### config.mk
export PLATFORM = sky130hd
export DESIGN_NAME = seven_segment_monitor
export DESIGN_NICKNAME = d
export VERILOG_FILES = /design/src/rtl/seven_segment_monitor.sv
export SDC_FILE = /design/constraint.sdc
export NUM_CORES = 1
export LEC_CHECK = 0
export CORE_MARGIN = 3
export CORE_UTILIZATION = 48
export DETAILED_ROUTE_END_ITERATION = 6
export GPL_TIMING_DRIVEN = 0
export PLACE_DENSITY = 0.72
export SYNTH_ARGS = -nofsm -noshare
export SYNTH_HDL_FRONTEND = slang
export SYNTH_SLANG_ARGS = --single-unit
export TNS_END_PERCENT = 100
### constraint.sdc
create_clock -name clk -period 2.4 [get_ports clk]
set_input_delay 0.48 -clock clk [delete_from_list [all_inputs] [get_ports clk]]
set_output_delay 0.48 -clock clk [all_outputs]
set_load 0.05 [all_outputs]
### src/rtl/seven_segment_monitor.sv
`default_nettype none
// ============================================================================
// Module      : seven_segment_monitor
// Description : Debounces a 7-segment pattern, decodes the digit and flags
//               out-of-sequence digits and illegal patterns. The error counter
//               is built only when SEVEN_SEGMENT_MONITOR_ERRCNT_EN is defined.
// Revision    : 1.0 - initial release
// ============================================================================
module seven_segment_monitor #(
    parameter int STABLE_CYCLES = 4
) (
    input  logic       clk,
    input  logic       rst,
    input  logic [6:0] segments,
    output logic [3:0] digit,
    output logic       digit_valid,
    output logic       update,
    output logic       seq_error,
    output logic       bad_pattern,
    output logic [7:0] err_count
);

    localparam logic [3:0] STABLE_C = 4'(STABLE_CYCLES);

    typedef enum logic [0:0] {
        UNLOCKED = 1'b0,
        LOCKED   = 1'b1
    } state_t;

    state_t     state_q, state_d;
    logic [6:0] seg_q;
    logic [6:0] last_q, last_d;
    logic [3:0] cnt_q, cnt_d;
    logic [3:0] digit_q, digit_d;
    logic       valid_q, valid_d;
    logic       update_q, update_d;
    logic       seq_err_q, seq_err_d;
    logic       bad_q, bad_d;

    logic       accept;
    logic       dec_valid;
    logic       dec_blank;
    logic [3:0] dec_digit;
    logic [3:0] next_digit;

    always_comb begin
        if (segments != seg_q) begin
            cnt_d = 4'd0;
        end else if (cnt_q != STABLE_C) begin
            cnt_d = cnt_q + 4'd1;
        end else begin
            cnt_d = cnt_q;
        end
    end

    // Accept on the edge where the stable run completes; the accepted pattern
    // is remembered so a re-stabilised identical pattern stays silent.
    assign accept = (cnt_d == STABLE_C) && (seg_q != last_q);

    always_comb begin
        dec_valid = 1'b1;
        dec_blank = 1'b0;
        dec_digit = 4'd0;
        case (seg_q)
            7'h3F: dec_digit = 4'd0;
            7'h06: dec_digit = 4'd1;
            7'h5B: dec_digit = 4'd2;
            7'h4F: dec_digit = 4'd3;
            7'h66: dec_digit = 4'd4;
            7'h6D: dec_digit = 4'd5;
            7'h7D: dec_digit = 4'd6;
            7'h07: dec_digit = 4'd7;
            7'h7F: dec_digit = 4'd8;
            7'h6F: dec_digit = 4'd9;
            7'h00: begin
                dec_valid = 1'b0;
                dec_blank = 1'b1;
            end
            default: dec_valid = 1'b0;
        endcase
    end

    assign next_digit = (digit_q == 4'd9) ? 4'd0 : digit_q + 4'd1;

    always_comb begin
        state_d   = state_q;
        last_d    = last_q;
        digit_d   = digit_q;
        valid_d   = valid_q;
        update_d  = 1'b0;
        seq_err_d = 1'b0;
        bad_d     = 1'b0;
        if (accept) begin
            last_d   = seg_q;
            update_d = 1'b1;
            if (dec_valid) begin
                digit_d   = dec_digit;
                valid_d   = 1'b1;
                state_d   = LOCKED;
                seq_err_d = (state_q == LOCKED) && (dec_digit != next_digit);
            end else begin
                valid_d = 1'b0;
                bad_d   = ~dec_blank;
                state_d = UNLOCKED;
            end
        end
    end

    always_ff @(posedge clk or negedge rst) begin
        if (!rst) begin
            state_q   <= UNLOCKED;
            seg_q     <= 7'h00;
            last_q    <= 7'h00;
            cnt_q     <= 4'd0;
            digit_q   <= 4'd0;
            valid_q   <= 1'b0;
            update_q  <= 1'b0;
            seq_err_q <= 1'b0;
            bad_q     <= 1'b0;
        end else begin
            state_q   <= state_d;
            seg_q     <= segments;
            last_q    <= last_d;
            cnt_q     <= cnt_d;
            digit_q   <= digit_d;
            valid_q   <= valid_d;
            update_q  <= update_d;
            seq_err_q <= seq_err_d;
            bad_q     <= bad_d;
        end
    end

`ifdef SEVEN_SEGMENT_MONITOR_ERRCNT_EN
    logic [7:0] err_cnt_q;

    always_ff @(posedge clk or negedge rst) begin
        if (!rst) begin
            err_cnt_q <= 8'h00;
        end else if ((seq_err_d | bad_d) && (err_cnt_q != 8'hFF)) begin
            err_cnt_q <= err_cnt_q + 8'd1;
        end
    end

    assign err_count = err_cnt_q;
`else
    assign err_count = 8'h00;
`endif

    assign digit       = digit_q;
    assign digit_valid = valid_q;
    assign update      = update_q;
    assign seq_error   = seq_err_q;
    assign bad_pattern = bad_q;

endmodule
`default_nettype wire
==> results of run 1 <==
area by class of cell:
cell class              instances  area [um2]  area share, %
multi-input cells             123       919.6          46.14
flip-flops and latches         26       650.6          32.64
repair buffers                 16       160.2          8.035
plain buffers                  19       146.4          7.345
well taps                      46       57.56          2.888
clock buffers                   4       36.28          1.820
inverters                       6       22.52          1.130
worst register-to-register path, stage by stage, from the launching register on:
cell	delay (ns)
dfrtp_1	0.47
inv_1	0.09
ha_1	0.23
o21a_1	0.19
o31ai_1	0.37
nand3_2	0.17
or2_4	0.29
mux2_4	0.30
cells by family after synthesis:
family / share of synthesized area [%]
AOI/OAI and AO/OA: 12.35
adders and majority gates: 1.461
and+or+nand+nor: 20.82
buffers and inverters: 9.860
DFF: 37.98
xor gates and xnor gates: 10.45
muxes: 6.866
other: 0.2189
path summary, 6_finish.rpt:
kind,from,to,cells after the start
min,last_q[1]$_DFFE_PN0P_,last_q[1]$_DFFE_PN0P_,2
max reg2reg,cnt_q[0]$_DFF_PN0_,digit[1]$_DFFE_PN0P_,7
max in group asynchronous,rst,last_q[4]$_DFFE_PN0P_,1
max,cnt_q[0]$_DFF_PN0_,digit[1]$_DFFE_PN0P_,7
min reg2reg,last_q[1]$_DFFE_PN0P_,last_q[1]$_DFFE_PN0P_,2
min in group asynchronous,rst,seg_q[5]$_DFF_PN0_,1
per-layer routing:
layer / part of all wire (%) / up-vias
met3: 4.4 / 4
met5: 0 / -
met4: 1.1 / 0
li1: - / 629
met1: 43 / 582
met2: 51 / 27
layout by cell type (no fill, tap or decap), drive strengths merged, types with 2 or more instances in the layout:
cell           count
and4b              2
nor2b              2
xor2               5
nor4bb             2
xnor2             12
nor3b              3
nand2b             2
nand3              6
conb               8
nand4              2
nand2              9
and3               2
nor4               3
mux2i              2
o311a              2
ha                 2
o211ai             2
o31ai              2
or2                3
buf               18
clkdlybuf4s50     16
inv                6
a21oi              7
mux2               8
clkbuf             5
o21a               2
dfrtp             26
o21ai              8
nor3               3
nor2              10
a41oi              2
flip-flops by register name, summed over array words and instances, names as in the netlist:
signal,cells
seq_error,1
update,1
digit,4
digit_valid,1
last_q,7
seg_q,7
bad_pattern,1
cnt_q,4
power by group through the flow:
stage          logic (W)  registers, W  clock network, W
5_1_grt         0.000158      0.000450          0.000252
2_1_floorplan   0.000108      0.000456                 0
4_1_cts         0.000146      0.000449          0.000227
6_report        0.000145      0.000449          0.000217
3_5_place_dp    0.000146      0.000457                 0
3_3_place_gp    0.000142      0.000457                 0
through the flow:
stage           power, W  setup WS [ns]
6_report       0.0008108         0.2108
5_1_grt        0.0008598        0.06344
4_1_cts        0.0008216         0.2038
3_5_place_dp   0.0006029        -0.1346
3_3_place_gp   0.0005995       -0.07048
2_1_floorplan  0.0005646         0.4631
==> flow_summary.yaml, run 1 <==
place:
  placed_area_um2: 1957
  hpwl_mm: 2.423
  io_buffers: 16
  routabilityCongestion: 0.8233
  place_inst: 236
timing:
  fmax_mhz: 456.8
  tightest_slew_ns: 1.119
  max_slew_margin_pct: 25.17
  hold_violations: 0
  clock_skew_ns: 0.004773
  min_period_over_period_pct: 91.22
  slew_viol_final: 0
  setup_viol: 0
  whs_ns: 0.5265
  rsz0062_at_grt: "no"
  post-route-min-period_ns: 2.189
  tns_ns: 0
finish:
  n_antenna_cell: 0
  layout.cells.non_filler: 240
  synthToLayoutAreaGrowth_pct: 16.36
  post-route-util_pct: 58.80
  drive_gt1_share_pct: 21.65
  nFillCells: 315
  stdcell_area_um2: 1993
  nNetsFinal: 206
cts:
  htree_num_levels: 1
  holdBufCountCts: 0
  cts_tree: "built"
  clockRootBuffer: "clkbuf_4"
  cts-buffers-inserted: 3
  cts_setup_buffers: 0
  cts_buffer_depth: 2
  clock_latency_ns: 0.31
  clk_pin_slew_ns: 0.14
  ctsResizeCount: 0
  cts_sinks: 26
floorplan:
  io_pins: 25
  die-area_um2: 4321
  die_h_um: 65.74
  rows: 21
  die_x_um: 65.74
  initial_utilization_pct: 50.54
  core_um2: 3390
critical_path:
  cpMaxStageDelayCell: "dfrtp_1"
  cp-end-kind: "flop"
  r2r_slack_ns: 0.21
  worstPathRequired_ns: 2.62
  worst-path-max-fanout: 6
  cp_num_buf_inv: 1
  cp_cell_sequence: "inv_1, ha_1, o21a_1, o31ai_1, nand3_2, or2_4, mux2_4"
  critical-path-top-delay-family: "compound AO/OA/AOI/OAI gates"
  path_class: "reg -> reg"
  critPathLaunchType: "flop"
  slowest_delay_ns: 0.47
  crit_arrival_ns: 2.41
synthesis:
  mappedNetlistArea_um2: 1713
  netlist_instances: 167
  syn_area_per_cell_um2: 10.26
  synthMostInstantiatedCell: "dfrtp_1"
  ys_ff_latch: 26
  ys_warn_count: 0
  ys.flop_type: "dfrtp_1"
  synth_edf_count: 0
  async_flop_share_pct: 100.0
  synth_commonest_cells: "dfrtp_1, buf_4, nand2_1, nor2_1"
  synth.area.top_cells: "dfrtp_1, xnor2_1, buf_4, mux2_2, xnor2_2"
  synth_area_leader_cell: "dfrtp_1"
  synth_top_area_share_pct: 37.98
  yosysUniqueCellTypes: 54
  ys_seq_area_share_pct: 37.98
route:
  firstDrtPassIters: 4
  drc_errors: 0
  final_antenna_net_count: 0
  vias_per_cell: 5.175
  wl_per_cell_um: 12.69
  drt-initial-drc-count: 68
  wirelength_mm: 3.045
  route.vias.total: 1242
grt:
  antenna_found_initial: 0
  global_route.usage.met1_pct: 18.74
  grt.total_usage_pct: 15.55
  grt_overflow: 0
  grt_max_degree: 27
  grt_pass1_vias: 1183
  grt-busiest-layer: "met2"
  grt_util_met3_pct: 2.051
  grt_pass1_wl_mm: 5.278
  gr-usage-met2_pct: 28.66
power_and_ir_drop:
  p_leak_nw: 0.8670
  pwr_density_cell_nw_per_um2: 406.8
  pwr-share-seq_pct: 55.4
  netSwitchingPower_w: 0.0002133
  p_int_w: 0.0005975
  ir_drop_mv: 0.2765
  sw_frac_of_total_pct: 26.31
  pwr-share-comb_pct: 17.8
  p_clk_share_pct: 26.8
outcome:
  status: "completed"
worst_hold_path:
  hp-class: "reg -> reg"
job:
  drv_cap: 0
Note: power is estimated with default switching activity, not from simulation.
==> run 2: changes to the inputs <==
--- a/config.mk
+++ b/config.mk
@@ -5,11 +5,13 @@
 export SDC_FILE = /design/constraint.sdc
 export NUM_CORES = 1
 export LEC_CHECK = 0
+export CORE_ASPECT_RATIO = 0.8
 export CORE_MARGIN = 3
 export CORE_UTILIZATION = 48
 export DETAILED_ROUTE_END_ITERATION = 6
 export GPL_TIMING_DRIVEN = 0
 export PLACE_DENSITY = 0.72
+export RECOVER_POWER = 100
 export SYNTH_ARGS = -nofsm -noshare
 export SYNTH_HDL_FRONTEND = slang
 export SYNTH_SLANG_ARGS = --single-unit
==> flow_summary.yaml, run 2 (synthesized netlist as in run 1, its figures left out) <==
timing:
  setup_viol: 0
  max_slew_margin_pct: 19.95
  tns_ns: 0
  fmax_mhz: 444.0
  hold_violations: 0
  layout_setup_ws_ns: 0.1476
  post-route-min-period_ns: 2.252
  min_period_over_period_pct: 93.85
  slew_viol_final: 0
  clock_skew_ns: 0.006852
  whs_ns: 0.5143
  tightest_slew_ns: 1.197
  rsz0062_at_grt: "no"
route:
  firstDrtPassIters: 4
  final_antenna_net_count: 0
  vias_per_cell: 5.504
  drc_errors: 0
  route.vias.total: 1288
  wl_met1_mm: 1.644
  wirelength_mm: 3.428
  wl_met2_mm: 1.601
  wl_per_cell_um: 14.65
  drt-initial-drc-count: 50
  highest_layer: "met4"
  route.met3.wl_um: 158
grt:
  grt_pass1_vias: 1254
  grt_max_degree: 27
  antenna_found_initial: 0
  grt_overflow: 0
  grt.total_usage_pct: 17.91
  grt_pass1_wl_mm: 6.003
cts:
  ctsResizeCount: 0
  cts_buffer_depth: 2
  cts-buffers-inserted: 3
  cts_setup_buffers: 0
  holdBufCountCts: 0
  clockRootBuffer: "clkbuf_8"
  htree_num_levels: 1
  clk_pin_slew_ns: 0.09
  cts_sinks: 26
  clock_latency_ns: 0.28
  cts_tree: "built"
floorplan:
  die_h_um: 59.43
  die_x_um: 72.79
  die-area_um2: 4326
  initial_utilization_pct: 52.82
  core_um2: 3243
  rows: 18
  io_pins: 25
power_and_ir_drop:
  ir_drop_mv: 0.3092
  pwr_density_cell_nw_per_um2: 440.8
  p_leak_nw: 0.9016
finish:
  nFillCells: 275
  sequential_cell_area_um2: 650.6
  layout.cells.non_filler: 234
  drive_gt1_share_pct: 21.13
  synthToLayoutAreaGrowth_pct: 16.80
  final_cell_mix: "dfrtp_1, dlygate4sd3_1, buf_4, nand2_1, nor2_1"
  n_antenna_cell: 0
  final_common_cell: "dfrtp_1"
  multi_input_area_um2: 915.9
  nNetsFinal: 206
  largestRegisters: "last_q (7), seg_q (7)"
outcome:
  status: "completed"
place:
  place_inst: 230
  io_buffers: 16
  hpwl_mm: 2.654
  pre_cts_ws_ns: -0.1640
  routabilityCongestion: 0.8464
critical_path:
  cp_cell_sequence: "dlygate4sd3_1, xnor2_2, nand3_1, nor4_4, nand3_2, or2_4, mux2_1"
  path_class: "in -> reg"
  cp-end-kind: "flop"
  slowest_delay_ns: 0.59
  worst-path-max-fanout: 5
  worstRegToRegCells: 8
  worstPathRequired_ns: 2.57
  crit_arrival_ns: 2.42
  critPathLaunchType: "input pin"
  cpMaxStageDelayCell: "dlygate4sd3_1"
worst_hold_path:
  hp-class: "reg -> reg"
  min_path_cells: 2
job:
  drv_cap: 0
-- run 2: layer usage --
metal / vias up / GRT usage [%]
li1: 630 / -
met1: 626 / 24.42
met2: 28 / 29.31
met3: 4 / 4.407
met4: 0 / 3.158
met5: - / 0
-- run 2: path summary, 6_finish.rpt --
path / from / slack (ns) / end
max in group asynchronous: rst / 0.79 / seg_q[4]$_DFF_PN0_
max reg2reg: cnt_q[0]$_DFF_PN0_ / 0.21 / digit[1]$_DFFE_PN0P_
max: segments[6] / 0.15 / digit[1]$_DFFE_PN0P_
min: digit_valid$_DFFE_PN0P_ / 0.51 / digit_valid$_DFFE_PN0P_
min in group asynchronous: rst / 0.90 / bad_pattern$_DFF_PN0_
min reg2reg: digit_valid$_DFFE_PN0P_ / 0.51 / digit_valid$_DFFE_PN0P_
-- run 2: layout make-up --
type | count | share of cell area, %
Clock buffer | 4 | 2.752
Sequential cell | 26 | 32.52
Multi-Input combinational cell | 123 | 45.78
Buffer | 19 | 7.317
Timing Repair Buffer | 16 | 8.005
Inverter | 6 | 1.126
Tap cell | 40 | 2.502
-- run 2: power breakdown --
part	total [W]	leakage, nW	internal, W	switching [W]
Sequential	0.000449	0.347	0.000444	0.00000519
Clock	0.000287	0.0288	0.000147	0.000140
Combinational	0.000146	0.526	0.0000599	0.0000858
-- run 2: per-stage QoR --
stage / instance area, um2 / utilization, % / power [W]
floorplan: 1739 / - / 0.0005646
global placement: 1949 / 60.11 / 0.0005996
detailed placement: 1949 / 60.11 / 0.0006040
CTS: 2004 / 61.81 / 0.0008885
global route: 2001 / 61.69 / 0.0009201
finish: 2001 / 61.69 / 0.0008819
-- run 2: critical path, delay by kind of cell --
| kind | cells | cell delay [ns] |
|---|---|---|
| xor+xnor | 1 | 0.13 |
| buf+inv | 1 | 0.59 |
| mux | 1 | 0.32 |
| simple gates | 4 | 0.91 |
==> RTL change 1, RTL diff (config.mk and constraints of run 1) <==
Register the output `digit_valid` once more; this adds one clock of latency there. The other outputs are not delayed to match.
--- a/src/rtl/seven_segment_monitor.sv
+++ b/src/rtl/seven_segment_monitor.sv
@@ -147,7 +147,9 @@
 `endif
 
     assign digit       = digit_q;
-    assign digit_valid = valid_q;
+    always_ff @(posedge clk) begin
+        digit_valid <= valid_q;
+    end
     assign update      = update_q;
     assign seq_error   = seq_err_q;
     assign bad_pattern = bad_q;
Check against the original RTL: not equivalent (a bounded check fails within 10 cycles, from zero or initial values and one cycle with rst low).
==> RTL change 1 against run 1 <==
- final cell count shrank 5.4%
- total power shrank 1.3%
- cell area fell by 2.8%
- first-iteration DRC count shrank 66%
- setup slack improved by 0.0048 ns
- core utilization is 2.1 points higher
- critical path depth stayed put
- global-route usage is 0.56 points lower
- wire length decreased by 10%
- synthesized area shrank 2.6%
- sequential cell count rose by 1
- critical endpoint is now last_q[6]$_DFFE_PN0P_
- largest power group unchanged
==> RTL change 1: results (changes against run 1) <==
[metrics] source of the worst hold timing path: valid_q$_DFFE_PN0P_
[metrics] number of filler instances in the final layout: 279 (-11%)
[metrics] Max VDD drop: 0.2852 mV (+3.2%)
[metrics] Tmin final: 2.184 ns (-0.004768 ns)
[metrics] share of post-route cells with drive strength above 1: 20.22% (-1.4 points)
[metrics] wl on met1: 1204 um (-8.2%)
[metrics] Hold EP: digit_valid$_DFF_P_
[metrics] global-route wire length before repair: 4912 um (-6.9%)
[metrics] setup fix buffers added after clock tree synthesis: 0 (unchanged)
[metrics] worst slew margin relative to its limit: 23.80% (-1.4 points)
[metrics] peak per-stage delay on the critical path: 0.51 ns (+0.04 ns)
[metrics] HPWL after DPL: 2166 um (-11%)
[metrics] number of CTS-inserted buffers: 3 (unchanged)
[metrics] skew final: 0.001937 ns (-0.002836 ns)
[metrics] vias in the first global route: 1107 (-6.4%)
[metrics] diode count: 0 (unchanged)
[metrics] Hold WC Path Type: flop to flop
[metrics] routed length on met3: 94 um (-30%)
[metrics] registers with the most flip-flops: last_q (7), seg_q (7)
[metrics] commonest cells in the netlist: dfrtp_1 (26), nand2_1 (16), xnor2_1 (14)
[metrics] cell depth of the worst min-delay path: 0 (-2)
[metrics] Worst R2R Setup Slack: 0.32 ns (+0.11 ns)
[metrics] worst r2r src: seg_q[2]$_DFF_PN0_
[metrics] total global-route track usage: 14.99% (-0.56 points)
[metrics] Root Driver: clkbuf_4
[metrics] Post-Route WL: 2738 um (-10%)
[metrics] outcome: completed
[metrics] count of distinct cell types in the synthesized netlist: 45 (-17%)
[metrics] arrival time of data at the critical path endpoint: 2.41 ns (about the same)
[metrics] worst hold margin: 0.4203 ns (-0.1062 ns)
[metrics] LEAKAGE: 0.8594 nW (-0.88%)
[metrics] routability congestion estimate: 0.7724 (-6.2%)
[metrics] initial detailed-routing violation count: 23 (-66%)
[metrics] proportion of register bits with asynchronous set or reset after synthesis: 96.30% (-3.7 points)
[metrics] Critical R2R Capture: last_q[6]$_DFFE_PN0P_
[metrics] total via count in the routed design: 1161 (-6.5%)
[metrics] worst slack, placed: -0.1507 ns (-0.01612 ns)
[metrics] critical path fanouts, max: 10 (+4)
[RTL change 1: cell types whose count changed in the layout (fill, tap and decap cells not counted), sizes merged, moves of 4 or more]
cell and change:
xnor2 +7, a21oi -5, nand2 +7, or3 +4
[RTL change 1: cells by family after synthesis]
group / count (synthesis) / synth area share [%]
xor+xnor: 22 / 13.79
other cells: 1 / 0.2247
compound gates: 17 / 8.547
flops: 27 / 40.18
simple gates: 54 / 19.94
fa+ha+maj: 2 / 1.499
mux: 9 / 6.596
buf+inv: 24 / 9.220
[RTL change 1: layout make-up]
cell class | instances | share of cell area [%]
inverter | 6 | 1.163
sequential | 27 | 34.63
tap | 44 | 2.842
clock buffer | 4 | 1.357
multi-input combinational | 112 | 44.96
buffer | 18 | 6.783
timing repair buffer | 16 | 8.269
[RTL change 1: power breakdown]
part	leakage [nW]	internal (W)	total, W	switching, W
Clock	0.0150	0.0000652	0.000196	0.000131
Sequential	0.355	0.000461	0.000464	0.00000269
Combinational	0.489	0.0000566	0.000141	0.0000844
Total	0.859	0.000583	0.000800	0.000218
[RTL change 1: per-layer routing]
metal | up-vias | track usage (%)
met5 | - | 0
met4 | 0 | 6.332
met3 | 5 | 2.253
met2 | 18 | 25.03
met1 | 563 | 19.25
li1 | 575 | -
[RTL change 1: per-stage QoR]
| step | cells | instance area, sq um | util (%) |
|---|---|---|---|
| 3_5_place_dp | 223 | 1911 | 60.12 |
| 6_report | 227 | 1937 | 60.94 |
| 3_3_place_gp | 223 | 1911 | 60.12 |
| 4_1_cts | 227 | 1937 | 60.94 |
| 5_1_grt | 227 | 1937 | 60.94 |
| 2_1_floorplan | 163 | 1695 | - |
==> RTL change 2, RTL diff (config.mk and constraints of run 1) <==
Without the edit above. Build with the macro `SEVEN_SEGMENT_MONITOR_ERRCNT_EN` defined.
--- a/src/rtl/seven_segment_monitor.sv
+++ b/src/rtl/seven_segment_monitor.sv
@@ -6,6 +6,8 @@
 //               is built only when SEVEN_SEGMENT_MONITOR_ERRCNT_EN is defined.
 // Revision    : 1.0 - initial release
 // ============================================================================
+`define SEVEN_SEGMENT_MONITOR_ERRCNT_EN
+
 module seven_segment_monitor #(
     parameter int STABLE_CYCLES = 4
 ) (
Behaviour: not the same (a bounded check fails within 10 cycles, from zero or initial values and one cycle with rst low).
==> RTL change 2 against run 1 <==
- the run now ends with setup timing left
- clock power up 140%
- core utilization up 12 points
- critical endpoint is now err_count[1]$_DFFE_PN0P_
- setup slack worse by 0.25 ns
- final cell count up 23%
- total power up 54%
- sequential cell count up 8
- cell area up 35%
- wire length up 53%
- synthesized area up 14%
==> RTL change 2: results (changes against run 1) <==
[metrics] Root Driver: clkbuf_8
[metrics] violated checks: setup timing
[metrics] global-route wire length before repair: 7686 um (+46%)
[metrics] setup fix buffers added after clock tree synthesis: 8 (+8)
[metrics] total via count in the routed design: 1643 (+32%)
[metrics] initial detailed-routing violation count: 84 (+24%)
[metrics] proportion of register bits with asynchronous set or reset after synthesis: 100.0% (unchanged)
[metrics] commonest cells in the netlist: dfrtp_1 (34), nand2_1 (29), xnor2_1 (20)
[metrics] outcome: complete, but fails checks
[metrics] clock transition at the register clock pins on the worst setup and hold paths after CTS: 0.08 ns (-0.06 ns)
[metrics] fin worst setup slack: -0.04065 ns (-0.2515 ns)
[metrics] worst skew pair latency: 0.29 ns (-0.02 ns)
[metrics] Post-Route WL: 4666 um (+53%)
[metrics] Internal Dissipation: 0.0009477 W (+59%)
[metrics] largest net degree at the start of global routing: 35 (+30%)
[metrics] LEAKAGE: 1.153 nW (+33%)
[metrics] Hold WC Path Type: input port to async pin
[metrics] Max H-tree Level: 2 (+1)
[metrics] share of post-route cells with drive strength above 1: 30.24% (+8.6 points)
[metrics] routability congestion estimate: 0.8318 (+1.0%)
[metrics] number of CTS-inserted buffers: 5 (+2)
[metrics] net count reported at finish: 259 (+26%)
[metrics] worst r2r src: seg_q[5]$_DFF_PN0_
[metrics] portion of total power attributed to sequential cells: 46.6% (-8.8 points)
[metrics] TNS Setup: -0.1031 ns (-0.1031 ns)
[metrics] portion of total power attributed to the clock network: 42.4% (+16 points)
[metrics] worst slack, placed: -0.6085 ns (-0.4739 ns)
[metrics] HPWL after DPL: 2903 um (+20%)
[metrics] ratio of routed vias to standard cells: 5.551 (+7.3%)
[metrics] count of distinct cell types in the synthesized netlist: 44 (-19%)
[metrics] worst r2r path cells: 8 (+1)
[metrics] post-CTS sizing: 24 (+24)
[metrics] post-synthesis instance total: 194 (+16%)
[metrics] peak per-stage delay on the critical path: 0.41 ns (-0.06 ns)
[metrics] critical path fanouts, max: 8 (+2)
[metrics] biggest area contributors in the synthesized netlist: dfrtp_1 (43%), xnor2_1 (9.0%), nand2_1 (5.6%)
[metrics] Worst Max-Slew Pin Slew: 0.7750 ns (-0.3438 ns)
[metrics] IO Port Bufs: 24 (+8)
[metrics] vias in the first global route: 1601 (+35%)
[metrics] post-placement cell count: 266 (+13%)
[metrics] arrival time of data at the critical path endpoint: 2.62 ns (+0.21 ns)
[metrics] area post-placement: 2252 sq um (+15%)
[metrics] Setup Viol. Count Final: 3 (+3)
[metrics] proportion of synthesized chip area in sequential cells: 43.48% (+5.5 points)
[metrics] post-route standard cell area excluding fillers: 2698 sq um (+35%)
[metrics] total global-route track usage: 19.59% (+4.0 points)
[metrics] clock network power: 0.000529 W (+140%)
[metrics] Max VDD drop: 0.3547 mV (+28%)
[metrics] number of filler instances in the final layout: 277 (-12%)
[RTL change 2: changes by cell type after synthesis, moves of 5 or more]
cell            run 1  this run
buf_4               9         3
dfrtp_1            26        34
nand2_1             9        29
nand4_1             1         6
xnor2_1             8        20
[RTL change 2: cell type report]
type / count / share of cell area, %
buffer: 11 / 3.896
sequential: 34 / 31.59
tap: 48 / 2.226
multi-input combinational: 143 / 42.63
timing repair buffer: 47 / 14.94
inverter: 5 / 0.6957
clock buffer: 5 / 2.551
clock inverter: 3 / 1.484
[RTL change 2: logic make-up (layout without fill, tap and decap cells)]
logic type,after synthesis,after routing,share of synthesized area (%)
and+or+nand+nor,87,87,23.47
xor gates and xnor gates,27,27,12.08
adders and majority gates,3,3,1.918
muxes,4,4,2.302
AOI/OAI and AO/OA,22,22,10.93
buffers and inverters,17,71,5.818
DFF,34,34,43.48
[RTL change 2: per-layer routing]
| metal | vias up | GRT usage (%) | share of wire, % |
|---|---|---|---|
| li1 | 781 | - | - |
| met1 | 817 | 24.82 | 43 |
| met2 | 35 | 32.42 | 50 |
| met3 | 10 | 4.892 | 4.1 |
| met4 | 0 | 7.021 | 2.1 |
| met5 | - | 0 | 0 |
[RTL change 2: worst min-delay path by stage]
stage / from / end / slack [ns]
after floorplan: rst / bad_pattern$_DFF_PN0_ / 0.18
after global placement: last_q[4]$_DFFE_PN0P_ / last_q[4]$_DFFE_PN0P_ / 0.47
after detailed placement: last_q[4]$_DFFE_PN0P_ / last_q[4]$_DFFE_PN0P_ / 0.48
after CTS: rst / digit[1]$_DFFE_PN0P_ / 0.28
after global routing: rst / digit[1]$_DFFE_PN0P_ / 0.31
final: rst / digit[1]$_DFFE_PN0P_ / 0.25
